$ cat src/rtl/sdm_pkg.sv
// Shared constants for the sigma-delta transmitter: line-mode encodings and
// the integrator saturation bound.
package sdm_pkg;

  localparam logic MODE_CLKDATA = 1'b0;
  localparam logic MODE_MANCH   = 1'b1;

  // Integrators are DW+4 bits wide; clamp symmetrically one LSB inside full scale.
  function automatic int sat_limit(input int dw);
    return (1 << (dw + 3)) - 1;
  endfunction

endpackage

$ cat src/rtl/sdm_tx_if.sv
// Sample handshake into the modulator: producer drives SAMPLE/SVALID, the
// transmitter answers with SREADY.
interface sdm_tx_if #(
  parameter int DW = 16
);
  logic signed [DW-1:0] SAMPLE;
  logic                 SVALID;
  logic                 SREADY;

  modport master (output SAMPLE, output SVALID, input SREADY);
  modport slave  (input SAMPLE, input SVALID, output SREADY);
endinterface

$ cat src/rtl/sdm_clkgen.sv
// Modulator clock divider: sck toggles every CLKDIV+1 cycles while enabled,
// and each falling toggle of sck is reported as a bit tick.
module sdm_clkgen #(
  parameter int DIVW = 8
) (
  input  logic            clk,
  input  logic            rst,
  input  logic            en,
  input  logic [DIVW-1:0] clkdiv,
  output logic            sck_d,
  output logic            tick
);

  logic [DIVW-1:0] cnt_q, cnt_d;
  logic            sck_q;

  // Wrapping on >= keeps the divider live if CLKDIV is lowered mid-count.
  always_comb begin
    cnt_d = cnt_q;
    sck_d = sck_q;
    tick  = 1'b0;
    if (!en) begin
      cnt_d = '0;
      sck_d = 1'b0;
    end else if (cnt_q >= clkdiv) begin
      cnt_d = '0;
      sck_d = ~sck_q;
      tick  = sck_q;
    end else begin
      cnt_d = cnt_q + 1'b1;
    end
  end

  always_ff @(posedge clk or posedge rst) begin
    if (rst) begin
      cnt_q <= '0;
      sck_q <= 1'b0;
    end else begin
      cnt_q <= cnt_d;
      sck_q <= sck_d;
    end
  end

endmodule

$ cat src/rtl/sdm_tx.sv
// Second-order 1-bit sigma-delta modulator with clock+data or Manchester
// line output, fed by a one-deep sample holding register.
module sdm_tx
  import sdm_pkg::*;
#(
  parameter int DW   = 16,
  parameter int DIVW = 8
) (
  input  logic            EXTCLK,
  input  logic            EXTRST,
  input  logic            EN,
  input  logic            MODE,
  input  logic [DIVW-1:0] CLKDIV,
  sdm_tx_if.slave         s,
  output logic            SDCLK,
  output logic            SDO,
  output logic            BITSTB,
  output logic            OVF
);

  localparam int AW = DW + 4;
  // Two guard bits so the unclamped sums never wrap before saturation.
  localparam int SW = DW + 6;
  localparam logic signed [SW-1:0] LIM    = SW'(sat_limit(DW));
  localparam logic signed [SW-1:0] FB_MAG = SW'(2 ** (DW - 1));

  logic sck_d, tick;

  sdm_clkgen #(.DIVW(DIVW)) u_clkgen (
    .clk    (EXTCLK),
    .rst    (EXTRST),
    .en     (EN),
    .clkdiv (CLKDIV),
    .sck_d  (sck_d),
    .tick   (tick)
  );

  logic signed [DW-1:0] hold_q, hold_d, act_q, act_d, act_use;
  logic signed [AW-1:0] i1_q, i1_d, i2_q, i2_d;
  logic signed [SW-1:0] fb, sum1, sum2, i1_new, i2_new;
  logic pend_q, pend_d, bit_q, bit_d, sready_q, sready_d;
  logic sdclk_q, sdclk_d, sdo_q, sdo_d, bitstb_q, bitstb_d, ovf_q, ovf_d;
  logic accept, clip1, clip2;

  always_comb begin
    accept  = s.SVALID && !pend_q;
    // A pending sample is consumed by the very tick that transfers it.
    act_use = pend_q ? hold_q : act_q;
    fb      = bit_q ? FB_MAG : -FB_MAG;

    sum1   = SW'(i1_q) + SW'(act_use) - fb;
    clip1  = (sum1 > LIM) || (sum1 < -LIM);
    i1_new = (sum1 > LIM) ? LIM : ((sum1 < -LIM) ? -LIM : sum1);
    sum2   = SW'(i2_q) + i1_new - fb;
    clip2  = (sum2 > LIM) || (sum2 < -LIM);
    i2_new = (sum2 > LIM) ? LIM : ((sum2 < -LIM) ? -LIM : sum2);

    hold_d = hold_q;
    pend_d = pend_q;
    act_d  = act_q;
    i1_d   = i1_q;
    i2_d   = i2_q;
    bit_d  = bit_q;
    ovf_d  = 1'b0;

    if (tick) begin
      if (pend_q) begin
        act_d  = hold_q;
        pend_d = 1'b0;
      end
      i1_d  = i1_new[AW-1:0];
      i2_d  = i2_new[AW-1:0];
      bit_d = ~i2_new[SW-1];
      ovf_d = clip1 || clip2;
    end
    if (accept) begin
      hold_d = s.SAMPLE;
      pend_d = 1'b1;
    end
    if (!EN) begin
      i1_d  = '0;
      i2_d  = '0;
      bit_d = 1'b0;
    end

    sready_d = !pend_d;
    sdclk_d  = EN && (MODE == MODE_CLKDATA) && sck_d;
    sdo_d    = EN && ((MODE == MODE_MANCH) ? (bit_d ^ sck_d) : bit_d);
    bitstb_d = tick;
  end

  always_ff @(posedge EXTCLK or posedge EXTRST) begin
    if (EXTRST) begin
      hold_q   <= '0;
      pend_q   <= 1'b0;
      act_q    <= '0;
      i1_q     <= '0;
      i2_q     <= '0;
      bit_q    <= 1'b0;
      sready_q <= 1'b1;
      sdclk_q  <= 1'b0;
      sdo_q    <= 1'b0;
      bitstb_q <= 1'b0;
      ovf_q    <= 1'b0;
    end else begin
      hold_q   <= hold_d;
      pend_q   <= pend_d;
      act_q    <= act_d;
      i1_q     <= i1_d;
      i2_q     <= i2_d;
      bit_q    <= bit_d;
      sready_q <= sready_d;
      sdclk_q  <= sdclk_d;
      sdo_q    <= sdo_d;
      bitstb_q <= bitstb_d;
      ovf_q    <= ovf_d;
    end
  end

  assign s.SREADY = sready_q;
  assign SDCLK    = sdclk_q;
  assign SDO      = sdo_q;
  assign BITSTB   = bitstb_q;
  assign OVF      = ovf_q;

endmodule

$ cat src/flat_wrapper.sv
// flat-port wrapper written by rule: the top's interface ports become plain ports
module sdm_tx_flat import sdm_pkg::*;
#(
  parameter int DW   = 16,
  parameter int DIVW = 8
)
  (EXTCLK, EXTRST, EN, MODE, CLKDIV, SDCLK, SDO, BITSTB, OVF, s_SAMPLE, s_SVALID, s_SREADY);
  sdm_tx_if #(.DW(DW)) s_i ();
  input  logic EXTCLK;
  input  logic EXTRST;
  input  logic EN;
  input  logic MODE;
  input  logic [DIVW-1:0] CLKDIV;
  output logic SDCLK;
  output logic SDO;
  output logic BITSTB;
  output logic OVF;
  input wire logic [$bits(s_i.SAMPLE)-1:0] s_SAMPLE;
  input wire logic [$bits(s_i.SVALID)-1:0] s_SVALID;
  output wire logic [$bits(s_i.SREADY)-1:0] s_SREADY;
  assign s_i.SAMPLE = s_SAMPLE;
  assign s_i.SVALID = s_SVALID;
  assign s_SREADY = s_i.SREADY;
  sdm_tx #(.DW(DW), .DIVW(DIVW)) u_core (.EXTCLK(EXTCLK), .EXTRST(EXTRST), .EN(EN), .MODE(MODE), .CLKDIV(CLKDIV), .s(s_i), .SDCLK(SDCLK), .SDO(SDO), .BITSTB(BITSTB), .OVF(OVF));
endmodule
$ cat config.mk
export PLATFORM = sky130hd
export DESIGN_NAME = sdm_tx_flat
export DESIGN_NICKNAME = d
export VERILOG_FILES = /design/src/rtl/sdm_pkg.sv /design/src/rtl/sdm_tx_if.sv /design/src/rtl/sdm_clkgen.sv /design/src/rtl/sdm_tx.sv /design/src/flat_wrapper.sv
export SDC_FILE = /design/constraint.sdc
export NUM_CORES = 1
export LEC_CHECK = 0
export ABC_AREA = 0
export CAP_MARGIN = 10
export CORE_AREA = 2 2 131 133
export CTS_BUF_LIST = sky130_fd_sc_hd__clkbuf_16
export DETAILED_ROUTE_END_ITERATION = 8
export DIE_AREA = 0 0 133 135
export PLACE_DENSITY_LB_ADDON = 0.3
export SETUP_SLACK_MARGIN = 0.2
export SLEW_MARGIN = 20
export SYNTH_ARGS = -nofsm -noshare
export SYNTH_HDL_FRONTEND = slang
export SYNTH_HIERARCHICAL = 1
export SYNTH_SLANG_ARGS = --single-unit
$ cat constraint.sdc
create_clock -name EXTCLK -period 24.1 [get_ports EXTCLK]
set_input_delay 2.41 -clock EXTCLK [delete_from_list [all_inputs] [get_ports EXTCLK]]
set_output_delay 2.41 -clock EXTCLK [all_outputs]
set_load 0.1 [all_outputs]
==> results of run 1 <==
## critical path, delay by kind of cell, from the launching register on
kind                       cells  cell delay, ns
AOI/OAI and AO/OA             10            2.08
buffers and inverters          4            0.63
muxes                          1            0.50
and+or+nand+nor               10            2.00
xor gates and xnor gates       2            0.28
DFF                            1            0.97
adders and majority gates      6            2.83
## cell usage after synthesis (4+ instances only)
| cell type | number | share of area, % |
|---|---|---|
| sky130_fd_sc_hd__xnor2_1 | 23 | 2.7 |
| sky130_fd_sc_hd__a21oi_1 | 66 | 4.5 |
| sky130_fd_sc_hd__nand4_1 | 5 | 0.43 |
| sky130_fd_sc_hd__nand3_1 | 11 | 0.75 |
| sky130_fd_sc_hd__o31ai_1 | 5 | 0.51 |
| sky130_fd_sc_hd__a211oi_1 | 18 | 1.8 |
| sky130_fd_sc_hd__o22ai_1 | 17 | 1.4 |
| sky130_fd_sc_hd__nand2_1 | 41 | 2.1 |
| sky130_fd_sc_hd__inv_1 | 122 | 6.2 |
| sky130_fd_sc_hd__ha_1 | 85 | 14 |
| sky130_fd_sc_hd__nor2b_1 | 4 | 0.34 |
| sky130_fd_sc_hd__a21boi_0 | 8 | 0.82 |
| sky130_fd_sc_hd__a21o_1 | 10 | 1.0 |
| sky130_fd_sc_hd__buf_2 | 4 | 0.27 |
| sky130_fd_sc_hd__clkbuf_1 | 26 | 1.3 |
| sky130_fd_sc_hd__and2_1 | 7 | 0.60 |
| sky130_fd_sc_hd__or3_1 | 6 | 0.51 |
| sky130_fd_sc_hd__mux2i_1 | 16 | 2.2 |
| sky130_fd_sc_hd__o211ai_1 | 11 | 1.1 |
| sky130_fd_sc_hd__nor3_1 | 8 | 0.55 |
| sky130_fd_sc_hd__nor2_1 | 87 | 4.5 |
| sky130_fd_sc_hd__fa_1 | 9 | 2.5 |
| sky130_fd_sc_hd__dfrtp_1 | 87 | 30 |
| sky130_fd_sc_hd__mux2_2 | 19 | 2.9 |
| sky130_fd_sc_hd__nand2b_1 | 10 | 0.85 |
| sky130_fd_sc_hd__a31oi_1 | 5 | 0.43 |
| sky130_fd_sc_hd__xor2_1 | 21 | 2.5 |
| sky130_fd_sc_hd__o21ai_0 | 44 | 3.0 |
| sky130_fd_sc_hd__and4_1 | 4 | 0.48 |
| sky130_fd_sc_hd__o21a_1 | 15 | 1.5 |
| sky130_fd_sc_hd__o21bai_1 | 4 | 0.41 |
## cells by family after synthesis
group	count (synthesis)	share of synthesized area, %
flops	88	30.0
fa+ha+maj	94	17.0
buf+inv	155	8.05
simple gates	200	12.9
compound gates	235	21.7
mux	35	5.10
xor+xnor	44	5.25
## metrics by stage
| stage | util [%] | worst slack, ns | std cells | area [um^2] | hold slack (ns) |
|---|---|---|---|---|---|
| 2_1_floorplan | - | 15.91 | 851 | 7340 | 0.452 |
| 3_3_place_gp | 47.9 | 14.80 | 1077 | 7860 | 0.475 |
| 3_5_place_dp | 47.9 | 14.72 | 1077 | 7860 | 0.493 |
| 4_1_cts | 49.7 | 14.67 | 1093 | 8160 | 0.505 |
| 5_1_grt | 49.8 | 13.87 | 1093 | 8170 | 0.536 |
| 6_report | 49.8 | 14.66 | 1093 | 8170 | 0.498 |
## state kept, by name, indices dropped and copies added, names as in the netlist
name and cells:
u_core/i1_q 20, u_core/i2_q 20, u_core/act_q 16, u_core/hold_q 16
u_core/u_clkgen/cnt_q 8, u_core/BITSTB 1, u_core/OVF 1, u_core/SDCLK 1
u_core/SDO 1, u_core/bit_q 1, u_core/pend_q 1, u_core/s.SREADY 1
u_core/u_clkgen/sck_q 1
## how the worst max path moves through the flow
stage / startpoint / endpoint / slack, ns / depth (start not counted)
after global routing: u_core/pend_q / u_core/i2_q[15] / 13.87 / 32
final: u_core/pend_q / u_core/i2_q[15] / 14.66 / 33
after CTS: u_core/pend_q / u_core/i2_q[15] / 14.67 / 32
after global placement: u_core/pend_q / u_core/i2_q[15] / 14.80 / 33
after detailed placement: u_core/pend_q / u_core/i2_q[15] / 14.72 / 32
after floorplan: u_core/pend_q / u_core/i2_q[2] / 15.91 / 36
## per-layer routing
metal	vias up	wire, um	track usage [%]
li1	2991	-	-
met1	2787	8250	27.1
met2	118	7510	30.2
met3	17	616	3.64
met4	0	201	4.48
met5	-	0	0
## area by class of cell
cell class	count	area, um^2	share of cell area [%]
clock buffers	9	225	2.76
multi-input cells	608	4550	55.7
repair buffers	38	372	4.55
flip-flops and latches	88	2200	27.0
inverters	123	463	5.67
clock inverters	7	75.1	0.919
well taps	220	275	3.37
==> results, run 1 <==
- Clock-pin slew was measured on the worst setup and hold paths at 0.07 ns.
- The die area is approximately 0.018 mm^2.
- The total via count after detailed routing is 5,913.
- The HPWL after detailed placement is approximately 13,000 um.
- The via count of the first global-routing pass came to ~5,600.
- The required arrival time at the worst endpoint is 24.33 ns.
- The largest stage delay on the critical path is roughly 0.97 ns.
- Setup total negative slack on the finished layout was measured at 0 ns.
- The horizontal extent of the die is 133 um.
- The TritonCTS clock tree is done.
- The number of enable flip-flop cells after synthesis is 0.
- The number of cells produced by synthesis is around 850.
- In this run, post-CTS hold repair placed 0 buffers.
- Data arrives at the worst endpoint at 9.67 ns.
- After layout, the worst path uses between 30% and 40% of the clock period.
- The number of gates resized after CTS was 0.
- Each instance of the synthesized netlist takes up on average around 8.6 um^2.
- Buffers inserted during clock tree synthesis total 9.
- The maximum number of buffers from clock root to sink is 2.
- The signed area change from the synthesized netlist to the final layout is 11.3%.
- The capture point of the worst reg-to-reg path is u_core/i2_q[15].
- For the worst-skew pair, the clock arrives at the later sink with an insertion delay of around 0.35 ns.
- The number of hold violations in the final report is 0.
- The tool flagged a number of max-cap violations equal to 0.
- The worst setup path is captured at a flip-flop.
- Leaving out fill and tap cells, the most frequent cell in the layout is sky130_fd_sc_hd__inv_1.
- During I/O placement, the number of pins put on the boundary was 34.
- The count of final max-slew check failures is 0.
- The slack of the worst reg-to-reg path is 14.66 ns.
- The repair_antennas step left the layout with diodes totalling 0.
- The start-to-end type of the worst setup path is reg2reg.
- The post-detailed-route wirelength per cell is approximately 15 um.
- In this run the post-CTS setup repair buffer count came out at 0.
- In this run the clock root is driven by a sky130_fd_sc_hd__clkbuf_16.
- For the worst flop-to-flop path, the logic depth is 33.
- The critical hold path startpoint is u_core/u_clkgen/cnt_q[0].
- The overall die height is 135 um.
- Across the routed clock network, the largest skew measured is 0.00963 ns.
- By instance count, the cell type seen most on the critical path is sky130_fd_sc_hd__ha_1.
- The initial utilization of the core area, before any placement, comes to between 40 and 50%.
- In the routed design, unresolved DRC markers number 0.
- The run finished with clean final reports.
- Row generation in the floorplan step produced 47 rows.
- The worst-case hold path end point is u_core/u_clkgen/cnt_q[0].
- In this run the remaining antenna-violating nets after routing total 0.
- The actual slew at the worst max-slew pin is ~1.1 ns.
- Of all flip-flops after synthesis, the portion carrying an async set or reset was 100%.
- For this design, the sink count on the clock tree is 88.
- Routability-driven placement finished with a final weighted congestion of 0.851.
- After detailed routing, the number of vias per cell comes to 5.41.
- Setup violations remaining at the end of the flow were counted as 0.
- In this run the tool buffered the top-level ports with 33 buffer cells.
- The placeable core area is ~0.016 mm^2.
- The Yosys step of the flow raised 6 warnings.
- The top flip-flop cell by instance count after synthesis is sky130_fd_sc_hd__dfrtp_1.
- The area of the mapped netlist is 0.00734 mm^2.
- The aggregate global routing overflow is 0.
- The number of H-tree levels is 3.
- The post-synthesis net count is approximately 1,000.
- The final layout net count is 991.
- The total routed wirelength is 16,600 um.
- In this run the worst path has a maximum fanout of 19.
- The number of antenna violations at the first check in global routing came to 0.
- The wire length of the first global-routing pass is between 20,000 and 30,000 um.
- The reg-to-reg critical path startpoint is u_core/pend_q.
- Setup repair after global routing left no endpoint under its margin.
- The library cells used most frequently in the layout, excluding fill and tap cells, are 121 x sky130_fd_sc_hd__inv_1, 87 x sky130_fd_sc_hd__dfrtp_1, 87 x sky130_fd_sc_hd__nor2_1, 85 x sky130_fd_sc_hd__ha_1, 66 x sky130_fd_sc_hd__a21oi_1.
- The type of the worst min-delay path is reg2reg.
- The fraction of the yosys area taken by sequential cells is between 30% and 40%.
- The netlist uses 72 different library cells.
- The critical path launch point type is a flip-flop.
- The iteration-0 DRC count of the detailed router is 421.
- For this run, the detailed router's first-pass iteration total came to 5.
- Counting instances, the worst hold path has a depth of 1.
- The fraction of final layout cells sized beyond drive strength 1 is ~7.0%.
- In this run the tightest slew margin relative to its limit is between 20% and 30%.
- The filler cells instantiated in the layout total between 1,500 and 2,000.
- For this run, the top clock speed supported by timing is approximately 110 MHz.
- The synthesized design contains 88 register bits.
- The minimum period implied by the final worst setup slack is 9.44 ns.
- Entering global routing, the biggest net connects around 110 pins.
- The standard cell with the maximum stage delay on the critical path is sky130_fd_sc_hd__dfrtp_1.
- The global routing usage summed across all routing layers is between 10% and 20%.
Power of run 1 is not shown: default switching activity piles up to over one toggle a cycle in this logic, so the estimate is an artifact.
==> inputs of run 2 (changes only) <==
clock period = 9.6 ns   (was 24.1 ns; I/O delays follow)
==> run 2 against run 1 <==
  * Non-clock buffer count up 2
  * Global-route usage down 0.12 points
  * Fmax up 14%
  * Via count down 0.34%
  * Final cell count unchanged
  * Core utilization up 0.27 points
  * Clock skew down 0.0011 ns
  * Die area unchanged
  * Register-to-register slack worse by 13 ns
  * Sequential cell count unchanged
  * Cell area up 0.54%
==> results, run 2 (synthesis gave the netlist of run 1 again) <==
- The flow ran to the end, and the final reports show no timing, DRC or antenna violations.
- STA classifies the critical path startpoint as a flip-flop.
- The total routed wirelength is around 16,000 um.
- After the last flow step, the layout net total stands at a little under 1,000.
- The type of element capturing the critical path is a flip-flop.
- The worst path meets setup with around 1.3 ns of slack.
- The worst hold path belongs to the class reg2reg.
- Leaving out fill and tap cells, the most frequent cell in the layout is sky130_fd_sc_hd__inv_1.
- The total negative slack is 0 ns.
- Setup repair after global routing left no endpoint under its margin.
- Summed over all nets, the half-perimeter wirelength after detailed placement is ~12,000 um.
- The logic depth of the worst setup path including buffers is 33.
- The number of hold violations in the final report is 0.
- Counting the fill cells in the layout gives 1,567.
- The residual antenna-violating net count after detailed routing is 0.
- 0 antenna diodes ended up in the layout.
- The most frequent cell on the critical path is sky130_fd_sc_hd__inv_1.
- The clock reaches the later pin of the worst-skew pair after 0.34 ns.
- The count of final max-slew check failures was 0.
- The multi-input combinational cells in the finished layout cover a total of 0.00455 mm^2.
- In this run the worst path has a maximum fanout of 19.
- The horizontal extent of the die is ~130 um.
- STA puts the critical path data arrival time at between 8 and 9 ns.
- The routed layout has approximately 6,000 vias.
- The start-to-end type of the worst setup path is reg2reg.
- The highest attainable clock frequency is 120 MHz.
- The starting density of the core is 44.7%.
- After global routing the overflow that remains totals 0.
- The signed area change from the synthesized netlist to the final layout is 11.9%.
- The setup check on the worst reg-to-reg path leaves a slack of around 1.3 ns.
- The count of cells along the worst hold path is 1.
- The routability congestion estimate is slightly below 0.9.
- Of the cells placed in the final design, the portion with a size suffix greater than 1 is 7.22%.
- The number of antenna violations at the first check in global routing is 0.
- The number of violations of the max-capacitance limit is 0.
- The placeable core area is around 0.016 mm^2.
- The required arrival time at the worst endpoint is slightly below 10 ns.
- The pre-CTS worst setup slack is 0.966 ns.
- The first detailed-routing pass ran for 8 iterations.
- The root cell of the clock tree is sky130_fd_sc_hd__clkbuf_16.
- The worst register-to-register path has a depth of 33.
- The minimum period implied by the final worst setup slack is 8.31 ns.
- The clock skew is around 0.0085 ns.
- Entering global routing, the biggest net connects 108 pins.
- The slowest stage of the critical path belongs to the cell sky130_fd_sc_hd__or4b_2.
- Broken down by cell family, the worst path's largest delay share belongs to compound AO/OA/AOI/OAI gates.
- TritonCTS built the clock tree.
- The clock transition at the register clock pins on the worst setup and hold paths after CTS is roughly 0.07 ns.
- The first global-routing pass estimated between 20,000 and 30,000 um of wire.
- In this run the count of I/O pins placed on the die edge is 34.
- The largest registers in the layout are u_core/i1_q x20, u_core/i2_q x20.
- In this run, CTS created clock tree buffers numbering 9.
- The period utilization is about 87%.
- The sequential cells in the finished layout cover a total of 0.00220 mm^2.
- No sink is reached through more buffers than the 2 on the longest clock path.
- For the pin with the worst max-slew slack, the measured transition is 1.05 ns.
- The normalized max-slew margin is 30.3%.
- In this design, the stage delay of the slowest critical-path cell is 0.61 ns.
- The number of H-tree levels is 3.
- Dividing the detail-routed via count by the number of cells gives 5.39.
- Leaving out fill and tap cells, the most frequent cells in the layout are 121 x sky130_fd_sc_hd__inv_1, 87 x sky130_fd_sc_hd__dfrtp_1, 87 x sky130_fd_sc_hd__nor2_1, 83 x sky130_fd_sc_hd__ha_1, 66 x sky130_fd_sc_hd__a21oi_1.
- The iteration-0 DRC count of the detailed router is a little over 400.
- In this run the vertical extent of the chip is around 140 um.
- The number of buffer and inverter stages on the critical path is 5.
- The clock drives between 80 and 90 sinks.
- Global routing used between 10% and 20% of the available tracks.
- The die covers 0.0180 mm^2.
- The via count of the first global-routing pass is between 5,000 and 6,000.
- The post-detailed-route wirelength per cell is around 15 um.
- The number of input and output port buffers inserted is 33.
- The floorplan has 47 rows.
- In the routed design, unresolved DRC markers number 0.
- Setup violations remaining at the end of the flow were counted as 0.
## run 2: per-layer routing
layer	global-route usage, %	vias to the layer above	wire length (um)
li1	-	2996	-
met1	27.5	2774	8020
met2	29.9	108	7500
met3	3.27	15	678
met4	4.06	0	188
met5	0	-	0
## run 2: timing repair
action / 4_1_cts / 5_1_grt
resized for setup: 0 / 2
hold buffers: 0 / 0
endpoints found under the setup margin: 0 / 19
hold endpoints to repair: 0 / 0
setup buffers: 0 / 0
## run 2: area by class of cell
| type | instances | share of cell area, % |
|---|---|---|
| clock buffers | 9 | 2.74 |
| repair buffers | 40 | 4.71 |
| clock inverters | 5 | 1.30 |
| flip-flops and latches | 88 | 26.8 |
| inverters | 123 | 5.64 |
| multi-input cells | 608 | 55.4 |
| well taps | 220 | 3.35 |
## run 2: path summary, 6_finish.rpt
kind / from / to
max: u_core/pend_q / u_core/i2_q[15]
max in group asynchronous: EXTRST / u_core/act_q[14]
min: u_core/u_clkgen/cnt_q[0] / u_core/u_clkgen/cnt_q[0]
max reg2reg: u_core/pend_q / u_core/i2_q[15]
min in group asynchronous: EXTRST / u_core/u_clkgen/cnt_q[2]
min reg2reg: u_core/u_clkgen/cnt_q[0] / u_core/u_clkgen/cnt_q[0]
## run 2: per-stage QoR
stage               util (%)  cells  area [um^2]  hold WS (ns)
floorplan                  -    851         7340         0.452
global placement        48.0   1079         7870         0.478
detailed placement      48.0   1079         7870         0.491
CTS                     50.0   1093         8200         0.504
global route            50.0   1093         8210         0.531
finish                  50.0   1093         8210         0.504
Power of run 2 is left out for the same reason.
==> inputs of run 3 (changes only) <==
REMOVE_ABC_BUFFERS = 1   (was not set)
==> run 3 against run 2 <==
  * Core utilization decreased by 0.33 points
  * Critical endpoint unchanged
  * Critical path depth unchanged
  * First-iteration DRC count decreased by 9.4%
  * Worst hold slack got worse by 0.0032 ns
==> results, run 3 (synthesis gave the netlist of run 1 again) <==
- The flow ran to the end, and the final reports show no timing, DRC or antenna violations.
- Of all nets on the critical path, the largest fanout is 19.
- The highest attainable clock frequency is roughly 120 MHz.
- The number of violations of the max-capacitance limit is 0.
- The number of clock sinks seen by CTS is a little under 90.
- The floorplan row count is 47.
- The post-route worst hold slack is ~0.5 ns.
- The total negative slack is 0 ns.
- The clock skew is approximately 0.0077 ns.
- The critical path is of the reg2reg type.
- The number of antenna violations at the first check in global routing was 0.
- The post-detailed-route wirelength per cell is 14.4 um.
- The largest net degree at the start of global routing is between 80 and 90.
- After legalization and detailed placement, the total HPWL measured 12,100 um.
- The count of endpoints failing setup in the final report is 0.
- The horizontal extent of the die is 133 um.
- The iteration-0 DRC count of the detailed router is 365.
- The min-delay analysis places its worst path in the category reg2reg.
- The smallest clock period supported by the final layout is computed as 8.49 ns.
- Counting the buffers created by CTS gives 9.
- After layout, the worst path uses just under 90% of the clock period.
- In the final layout, flip-flops and latches occupy 0.00220 mm^2.
- The routed layout has slightly below 6,000 vias.
- The critical path launch point type is a flip-flop.
- At the pin with the least slew margin, the transition time is between 0.9 and 1 ns.
- The count of final max-slew check failures is 0.
- The aggregate global routing overflow is 0.
- In this run the standard cell core region covers ~0.016 mm^2.
- The maximum number of buffers from clock root to sink is 2.
- Wires add up to 15,800 um.
- In the final layout, the registers with the most flip-flops are u_core/i1_q x20, u_core/i2_q x20.
- The die covers 0.0180 mm^2.
- The first global-routing pass estimated between 20,000 and 30,000 um of wire.
- After clock tree synthesis, the setup repair step added 0 buffers.
- The placed standard-cell area is 0.00787 mm^2.
- After detailed routing, the number of vias per cell comes to 5.37.
- The largest single stage delay on the critical path is between 0.6 and 0.7 ns.
- The overall die height is around 140 um.
- The global routing usage summed across all routing layers is a little under a fifth.
- The library cell used most frequently in the layout, excluding fill and tap cells, is sky130_fd_sc_hd__inv_1.
- The clock transition at the register clock pins on the worst setup and hold paths after CTS is ~0.070 ns.
- The multi-input gate area in the final layout is roughly 0.0045 mm^2.
- The number of hold violations in the final report came to 0.
- Data on the critical path arrives at its endpoint at ~8.7 ns.
- In the layout the commonest cells are 121 x sky130_fd_sc_hd__inv_1, 87 x sky130_fd_sc_hd__nor2_1, 86 x sky130_fd_sc_hd__dfrtp_1, 83 x sky130_fd_sc_hd__ha_1, 66 x sky130_fd_sc_hd__a21oi_1.
- Setup repair after global routing left no endpoint under its margin.
- The via count of the first global-routing pass is 5,750.
- The finished cells cover slightly above 0.008 mm^2.
- The TritonCTS clock tree is done.
- The hold buffer count at CTS is 0.
- The residual antenna-violating net count after detailed routing is 0.
- Counting the fill cells in the layout gives about 1,500.
- The number of input and output port buffers inserted is 33.
- The initial utilization of the core area, before any placement, comes to 44.7%.
- At the end of the flow, the number of nets in the layout was approximately 990.
- The type of element capturing the critical path is a flip-flop.
- The total DRC errors in the routed layout is 0.
- The required arrival time at the worst endpoint is just under 10 ns.
- The antenna cell count is 0.
- The later pin in the worst-skew pair is clocked with a latency of between 0.3 and 0.4 ns.
- The count of TritonRoute iterations in the first routing pass is 5.
- Post-CTS repair changed the size of 0 cells.
- The root cell of the clock tree is sky130_fd_sc_hd__clkbuf_16.
- The normalized max-slew margin is around a third.
- The number of H-tree levels is 3.
- Of the cells placed in the final design, the portion with a size suffix greater than 1 is around 7.4%.
- The routability congestion estimate is about 0.87.
- The signed area change from the synthesized netlist to the final layout is 11.2%.
- In this run the count of I/O pins placed on the die edge is 34.
- The standard cell with the maximum stage delay on the critical path is sky130_fd_sc_hd__or4b_2.
[run 3: changes by cell type in the layout (fill, tap and decap cells not counted)]
cell,change
sky130_fd_sc_hd__bufinv_16,-3
sky130_fd_sc_hd__inv_6,+3
sky130_fd_sc_hd__clkinv_1,+1
sky130_fd_sc_hd__clkinv_2,+1
sky130_fd_sc_hd__dfrtp_1,-1
sky130_fd_sc_hd__dfrtp_2,+1
[run 3: layout make-up]
class,instances,share of cell area [%]
Clock buffer,9,2.76
Clock inverter,7,0.629
Inverter,123,5.68
Multi-Input combinational cell,608,55.8
Sequential cell,88,27.0
Tap cell,220,3.38
Timing Repair Buffer,40,4.74
[run 3: critical path, delay by kind of cell (launching register included)]
family                   cells  cell delay [ns]
adder cells (fa/ha/maj)      6             2.78
AO/OA/AOI/OAI               10             1.96
AND/OR/NAND/NOR             10             1.76
buffers and inverters        4             0.59
flip-flops                   1             0.54
multiplexers                 1             0.39
XOR/XNOR                     2             0.33
[run 3: path summary, 6_finish.rpt]
kind	from	to	slack, ns	depth (start not counted)
max in group asynchronous	EXTRST	u_core/pend_q	7.89	3
max reg2reg	u_core/pend_q	u_core/i2_q[15]	1.11	33
max	u_core/pend_q	u_core/i2_q[15]	1.11	33
min	u_core/u_clkgen/cnt_q[0]	u_core/u_clkgen/cnt_q[0]	0.50	1
min in group asynchronous	EXTRST	u_core/u_clkgen/cnt_q[6]	0.92	2
min reg2reg	u_core/u_clkgen/cnt_q[0]	u_core/u_clkgen/cnt_q[0]	0.50	1
[run 3: stage by stage]
step,utilization [%],instances,setup WS [ns]
after global routing,49.7,1095,0.321
final,49.7,1095,1.11
after floorplan,-,819,1.55
after global placement,48.0,1079,0.876
after detailed placement,48.0,1079,0.663
after CTS,49.6,1095,0.641
[run 3: per-layer routing]
metal / wire length (um) / track usage, % / part of all wire, % / vias to the layer above
met2: 7040 / 30.0 / 45 / 132
met4: 281 / 6.09 / 1.8 / 0
met3: 597 / 2.78 / 3.8 / 28
met1: 7880 / 25.9 / 50 / 2731
met5: 0 / 0 / 0 / -
li1: - / - / - / 2987
Power of run 3 is left out for the same reason.
==> RTL change: new RTL, settings of run 2 <==
Remove the register `ovf_q`: a continuous assignment takes its place, so the output `OVF` follows one clock earlier.
--- a/src/rtl/sdm_tx.sv
+++ b/src/rtl/sdm_tx.sv
@@ -103,3 +103,2 @@
       bitstb_q <= 1'b0;
-      ovf_q    <= 1'b0;
     end else begin
@@ -115,5 +114,6 @@
       bitstb_q <= bitstb_d;
-      ovf_q    <= ovf_d;
     end
   end
+
+  assign ovf_q = ovf_d;
 
Check against the original RTL: no difference found for any inputs over 4 cycles, from zero or initial values and one cycle with EXTRST high; that may be too few to reach the edited logic, so the function may still have changed.
==> RTL change against run 2 <==
  * Via count rose by 3.2%
  * Routed wire length increased by 6.5%
  * Design area grew 2.3%
  * Synthesized area up 0.27%
  * Setup slack lost 0.61 ns
  * Sequential cell count is 1 lower
  * Clock skew hardly changed
  * Synthesized cell count did not move
  * Highest routed layer unchanged
Power is left out: the tool's default activity adds up to more than one toggle a clock period on the data nets, which glitch-free logic cannot reach.
==> RTL change: results (changes against run 2) <==
Non-CTS buffers=49 (+23%); Rel. slew slack=32.60% (+2.3 points); global-route wire length before repair=28.48 mm (+3.1%); GR Layer Usage met3=3.829% (+0.56 points); Data buffer area share=5.526% (+0.82 points); R2R cell count=34 (+3.0%); Vias=6082 (+3.2%); worst reg-to-reg setup slack=1.52 ns (+0.23 ns); #MultiIn Comb=603 (-0.82%); CP max stage delay=0.49 ns (-0.12 ns); pre-CTS setup slack=0.5176 ns (-0.4483 ns); DP HPWL=12.75 mm (+2.8%); RR Endpoint=u_core/i2_q[18]; wire per inst=15.83 um (+5.6%); routed wl met2=7.670 mm (+2.2%); wl on met1=8.693 mm (+8.4%); met1 Resource Use GR=27.18% (-0.30 points); status=finished clean; Inverters=128 (+4.1%); Seq cells post-synth=87 (-1.1%); vias in the first global route=5763 (+2.2%); M2 GR Usage=31.49% (+1.6 points); synthesized area per cell=8.644 um2 (+0.27%); # fillers=1556 (-0.70%); CP max-delay cell=dfrtp_4; total track usage=19.79% (+0.82 points); Arr. time, crit path=7.96 ns (-0.57 ns); Synth Area in XOR/XNOR=4.167% (-1.1 points)
RTL change: cell count changes after synthesis, moves of 6 or more:
cell / before / now
nand2b_1: 10 / 4
nand2_1: 41 / 24
a221oi_1: 0 / 12
o22ai_1: 17 / 3
a31oi_1: 5 / 12
o21ai_0: 44 / 36
a21oi_1: 66 / 74
o211ai_1: 11 / 4
xor2_1: 21 / 10
RTL change: cells by family (layout without fill, tap and decap cells):
kind of cell	after synthesis	in the layout
AOI/OAI and AO/OA	241	241
and+or+nand+nor	200	200
buffers and inverters	161	193
adders and majority gates	94	94
DFF	87	87
xor gates and xnor gates	35	35
muxes	33	33
RTL change: how the worst max path moves through the flow:
stage                       start  endpoint  slack, ns  cells past startpoint
finish              u_core/pend_q       OVF       0.68                     33
global route        u_core/pend_q       OVF       0.20                     34
CTS                 u_core/pend_q       OVF       0.31                     29
detailed placement  u_core/pend_q       OVF       0.52                     29
global placement    u_core/pend_q       OVF       0.58                     29
floorplan           u_core/pend_q       OVF       0.21                     34
